## src/rtl/serial_addsub_pkg.sv

```systemverilog
// Shared types and helpers for the bit-serial adder/subtractor.
package serial_addsub_pkg;

    typedef enum logic [1:0] {
        IDLE = 2'd0,
        RUN  = 2'd1,
        DONE = 2'd2
    } state_t;

    // Number of RUN cycles needed for one operation.
    function automatic int unsigned n_digits(input int unsigned width, input int unsigned digit_w);
        return width / digit_w;
    endfunction

endpackage

```

## src/rtl/serial_addsub_fa_cell.sv

```systemverilog
// One-bit full adder cell; chained DIGIT_W times per cycle by serial_addsub.
module fa_cell (
    input  logic x,
    input  logic y,
    input  logic ci,
    output logic s,
    output logic co
);

    // Sum and carry of a single bit position.
    assign s  = x ^ y ^ ci;
    assign co = (x & y) | (ci & (x ^ y));

endmodule

```

## src/rtl/serial_addsub.sv

```systemverilog
// Multi-cycle bit-serial adder/subtractor, DIGIT_W bits per cycle, valid/ready on both sides.
module serial_addsub
    import serial_addsub_pkg::*;
#(
    parameter int unsigned WIDTH   = 8,
    parameter int unsigned DIGIT_W = 1
) (
    input  logic             clk,
    input  logic             rst_n,
    input  logic             in_valid,
    output logic             in_ready,
    input  logic [WIDTH-1:0] a,
    input  logic [WIDTH-1:0] b,
    input  logic             sub,
    input  logic             cin,
    output logic             out_valid,
    input  logic             out_ready,
    output logic [WIDTH-1:0] sum,
    output logic             cout,
    output logic             ovf
);

    localparam int unsigned N  = n_digits(WIDTH, DIGIT_W);
    localparam int unsigned CW = $clog2(N + 1);

    // Reject parameter sets that cannot be split into whole digits.
    if ((WIDTH < 2) || (DIGIT_W == 0) || ((WIDTH % DIGIT_W) != 0)) begin : g_bad_params
        $error("serial_addsub: WIDTH must be >= 2 and a multiple of DIGIT_W");
    end

    state_t            state_q, state_d;
    logic [WIDTH-1:0]  a_q, a_d;
    logic [WIDTH-1:0]  b_q, b_d;
    logic              carry_q, carry_d;
    logic [CW-1:0]     cnt_q, cnt_d;
    logic [WIDTH-1:0]  sum_q, sum_d;
    logic              cout_q, cout_d;
    logic              ovf_q, ovf_d;
    logic              in_ready_q, in_ready_d;
    logic              out_valid_q, out_valid_d;

    logic [DIGIT_W:0]   c;
    logic [DIGIT_W-1:0] s_dig;

    assign c[0] = carry_q;

    // Ripple chain over the current low digit of the operand shift registers.
    for (genvar i = 0; i < DIGIT_W; i++) begin : g_cell
        fa_cell u_fa (
            .x  (a_q[i]),
            .y  (b_q[i]),
            .ci (c[i]),
            .s  (s_dig[i]),
            .co (c[i+1])
        );
    end

    // Next-state, datapath and output decode.
    always_comb begin
        state_d     = state_q;
        a_d         = a_q;
        b_d         = b_q;
        carry_d     = carry_q;
        cnt_d       = cnt_q;
        sum_d       = sum_q;
        cout_d      = cout_q;
        ovf_d       = ovf_q;

        case (state_q)
            IDLE: begin
                if (in_valid && in_ready_q) begin
                    state_d = RUN;
                    a_d     = a;
                    b_d     = b ^ {WIDTH{sub}};
                    carry_d = sub | cin;
                    cnt_d   = '0;
                end
            end
            RUN: begin
                a_d     = a_q >> DIGIT_W;
                b_d     = b_q >> DIGIT_W;
                carry_d = c[DIGIT_W];
                sum_d   = WIDTH'({s_dig, sum_q} >> DIGIT_W);
                cnt_d   = cnt_q + CW'(1);
                if (cnt_q == CW'(N - 1)) begin
                    state_d = DONE;
                    cout_d  = c[DIGIT_W];
                    ovf_d   = c[DIGIT_W] ^ c[DIGIT_W-1];
                end
            end
            DONE: begin
                if (out_ready) begin
                    state_d = IDLE;
                end
            end
            default: state_d = IDLE;
        endcase

        in_ready_d  = (state_d == IDLE);
        out_valid_d = (state_d == DONE);
    end

    // State and datapath registers with synchronous active-low reset.
    always_ff @(posedge clk) begin
        if (!rst_n) begin
            state_q     <= IDLE;
            a_q         <= '0;
            b_q         <= '0;
            carry_q     <= 1'b0;
            cnt_q       <= '0;
            sum_q       <= '0;
            cout_q      <= 1'b0;
            ovf_q       <= 1'b0;
            in_ready_q  <= 1'b0;
            out_valid_q <= 1'b0;
        end else begin
            state_q     <= state_d;
            a_q         <= a_d;
            b_q         <= b_d;
            carry_q     <= carry_d;
            cnt_q       <= cnt_d;
            sum_q       <= sum_d;
            cout_q      <= cout_d;
            ovf_q       <= ovf_d;
            in_ready_q  <= in_ready_d;
            out_valid_q <= out_valid_d;
        end
    end

    assign in_ready  = in_ready_q;
    assign out_valid = out_valid_q;
    assign sum       = sum_q;
    assign cout      = cout_q;
    assign ovf       = ovf_q;

endmodule

```

## config.mk

```make
export PLATFORM = sky130hd
export DESIGN_NAME = serial_addsub
export DESIGN_NICKNAME = d
export VERILOG_FILES = /design/src/rtl/serial_addsub_pkg.sv /design/src/rtl/serial_addsub_fa_cell.sv /design/src/rtl/serial_addsub.sv
export SDC_FILE = /design/constraint.sdc
export NUM_CORES = 1
export LEC_CHECK = 0
export CORE_UTILIZATION = 45
export DETAILED_ROUTE_END_ITERATION = 10
export PLACE_DENSITY = 0.85
export SYNTH_ARGS = -nofsm -noshare
export SYNTH_HDL_FRONTEND = slang
export SYNTH_HIERARCHICAL = 1
export SYNTH_SLANG_ARGS = --single-unit
```

## constraint.sdc

```tcl
create_clock -name clk -period 2.7 [get_ports clk]
set_input_delay 0.54 -clock clk [delete_from_list [all_inputs] [get_ports clk]]
set_output_delay 0.54 -clock clk [all_outputs]
set_load 0.02 [all_outputs]
```

==> impl_metrics.toml <==
[final_layout]
final_common_cell = "dfxtp_1"
nets = 223
drive_gt1_share_pct = 5.500
stdcell_area_um2 = 1916
fill_cells = 279
area_delta_synth_final_pct = 27.48
mostFrequentLayoutCells = "dfxtp_1, clkdlybuf4s50_1, a21oi_1"
antennaDiodeCount = 0

[timing]
layout_min_cycle_time_ns = 1.949
clock.fmax_mhz = 513.0
finalHoldViolCount = 0
setup_viol = 0
layout_setup_ws_ns = 0.7509
tightest_slew_ns = 0.7482
rsz0062_at_grt = "false"
clock_skew_ns = 0.005619
fin_tns_setup_ns = 0
max_slew_margin_pct = 50.12
post-route-period-util_pct = 72.19
slew_viol_final = 0

[pwr]
p_comb_share_pct = 13.6
power.density_nw_per_um2 = 532.0
p_sw_mw = 0.2582
pwr-share-clk_pct = 31.5
switching_share_pct = 25.34
vdd_drop_max_v = 0.0002898
seqPwrFrac_pct = 54.9
p_leak_nw = 0.6905
p_int_mw = 0.7609

[cts]
htreeDepth = 2
cts_made_buffers = 5
post_cts_resized = 0
cts_root_buf = "clkbuf_4"
clkTransAtPathRegs_ns = 0.10
clkLatencyLatePin_ns = 0.34
cts_tree = "yes"
clockBufferDepth = 2
cts_hold_buf = 0
cts_setup_buffers = 0
clock-sinks = 35

[placed_design]
place_ws_ns = 0.6293
dp_hpwl_mm = 2.118
placed_area_um2 = 1847
port_buffers = 33
finalWeightedCongestion = 0.7356

[drt]
drt_iter0_drc = 32
wl_mm = 3.138
drtPass1Iterations = 4
vias_per_cell = 5.344
wire_per_inst_um = 12.86
drtAntennaViolNets = 0
vias = 1304
drc = 0

[job]
max-cap-violations = 0

[yosys]
synth_top_family_by_area = "compound AO/OA/AOI/OAI gates"
ys.flop_type = "dfxtp_1"
synth_compound_area_share_pct = 20.73
synth.area.mux_share_pct = 0.6661
synth-edff-count = 0
synth-xor-area-share_pct = 5.246
ys_warn_count = 6
ys_seq_area_share_pct = 46.63
synth_area_um2 = 1503
synth_fa_ha_area_share_pct = 2.165
syn_nets = 193
ys_async_sr_fraction_pct = 0
synthCells = 169
avgSynthCellArea_um2 = 8.892
synth_simple_gate_area_share_pct = 18.07
synth_seq_cells = 35
ys_types = 36

[outcome]
outcome = "complete, no violations"

[global_route]
grt_max_degree = 27
grt_pass1_wl_mm = 5.513
grt_usage_pct = 21.29
grt_pass1_vias = 1309
grt_overflow_total = 0
antenna_found_initial = 0

[critical_path]
slowest_stage = "clkdlybuf4s50_1"
worstPathArrival_ns = 1.41
worstSetupEndpointType = "output port"
worst_path_largest_cell_delay_ns = 0.64
path_max_fanout = 4
required_ns = 2.16
cp_top_family = "buffers and inverters"
path_class = "register to output port"
start_kind = "register"
cp_num_buf_inv = 1
cp_cell_sequence = "clkdlybuf4s50_1"

[floorplanning]
io_pins = 34
die_h_um = 59.79
initial_core_util_pct = 48.43
die_w_um = 59.79
die_area_um2 = 3574
rows = 20
core_um2 = 3103

[hold_path]
hold_class = "register to register"
==> synthesized netlist by cell type, types with 2 or more instances <==
master	number	share of area [%]
o221ai_1	7	4.1
nor2_1	5	1.2
nand2_1	20	5.0
dfxtp_1	35	47
inv_1	8	2.0
clkbuf_1	3	0.75
a22oi_1	7	3.5
buf_2	9	3.0
nor3_1	3	1.0
nor2b_1	2	0.83
a21oi_1	25	8.3
a31oi_1	3	1.2
nor3b_1	2	1.0
nand2b_1	2	0.83
nand3_1	9	3.0
xor2_1	9	5.2
==> power groups by stage <==
stage / Sequential, mW / Clock (mW) / Combinational (mW)
after floorplan: 0.569 / 0 / 0.0851
after global placement: 0.570 / 0 / 0.136
after detailed placement: 0.571 / 0 / 0.138
after CTS: 0.559 / 0.327 / 0.139
after global routing: 0.563 / 0.346 / 0.155
final: 0.559 / 0.321 / 0.139
==> metrics by stage <==
step	util (%)	hold WS (ns)	cells	power, mW
after floorplan	-	0.4239	169	0.6539
after global placement	59.52	0.4346	236	0.7050
after detailed placement	59.52	0.4445	236	0.7088
after CTS	61.73	0.4587	244	1.025
after global routing	61.73	0.4830	244	1.064
final	61.73	0.4574	244	1.019
==> layout make-up <==
cell class | count | area [µm²] | share of cell area, %
sequential | 35 | 700.7 | 36.58
tap | 44 | 55.05 | 2.874
multi-input combinational | 112 | 704.4 | 36.77
timing repair buffer | 36 | 352.8 | 18.42
clock buffer | 8 | 68.82 | 3.592
inverter | 9 | 33.78 | 1.764
==> sequential cells by signal (all words and copies together), names as in the netlist <==
register,cells
cnt_q,4
in_ready,1
out_valid,1
state_q,2
b_q,8
a_q,8
cout,1
sum,8
ovf,1
carry_q,1
==> worst reg2reg max path: cells and delay by family (launching register included) <==
family          cells  cell delay, ns
buf+inv             1            0.31
flops               1            0.44
simple gates        2            0.69
compound gates      1            0.29
==> metal layers <==
metal / wire, µm / vias up / part of all wire [%] / global-route usage, %
li1: - / 655 / - / -
met1: 1370 / 594 / 44 / 24.26
met2: 1504 / 45 / 48 / 34.76
met3: 167 / 10 / 5.3 / 5.195
met4: 95 / 0 / 3.0 / 14.95
met5: 0 / - / 0 / 0
==> path summary, 6_finish.rpt <==
path	start	endpoint	slack, ns	cells after the start
worst max-delay path	in_ready$_SDFF_PN0_	in_ready	0.75	1
worst min-delay path	a_q[2]$_SDFFE_PN0P_	a_q[2]$_SDFFE_PN0P_	0.46	2
worst max register to register	state_q[1]$_SDFF_PN0_	cnt_q[2]$_SDFFE_PN0P_	0.88	4
worst min register to register	a_q[2]$_SDFFE_PN0P_	a_q[2]$_SDFFE_PN0P_	0.46	2
==> logic make-up after synthesis <==
logic type               count (synthesis)
multiplexers                             1
adder cells (fa/ha/maj)                  2
AND/OR/NAND/NOR                         51
XOR/XNOR                                 9
flip-flops                              35
AO/OA/AOI/OAI                           49
buffers and inverters                   22
Note: power is estimated with default switching activity, not from simulation.
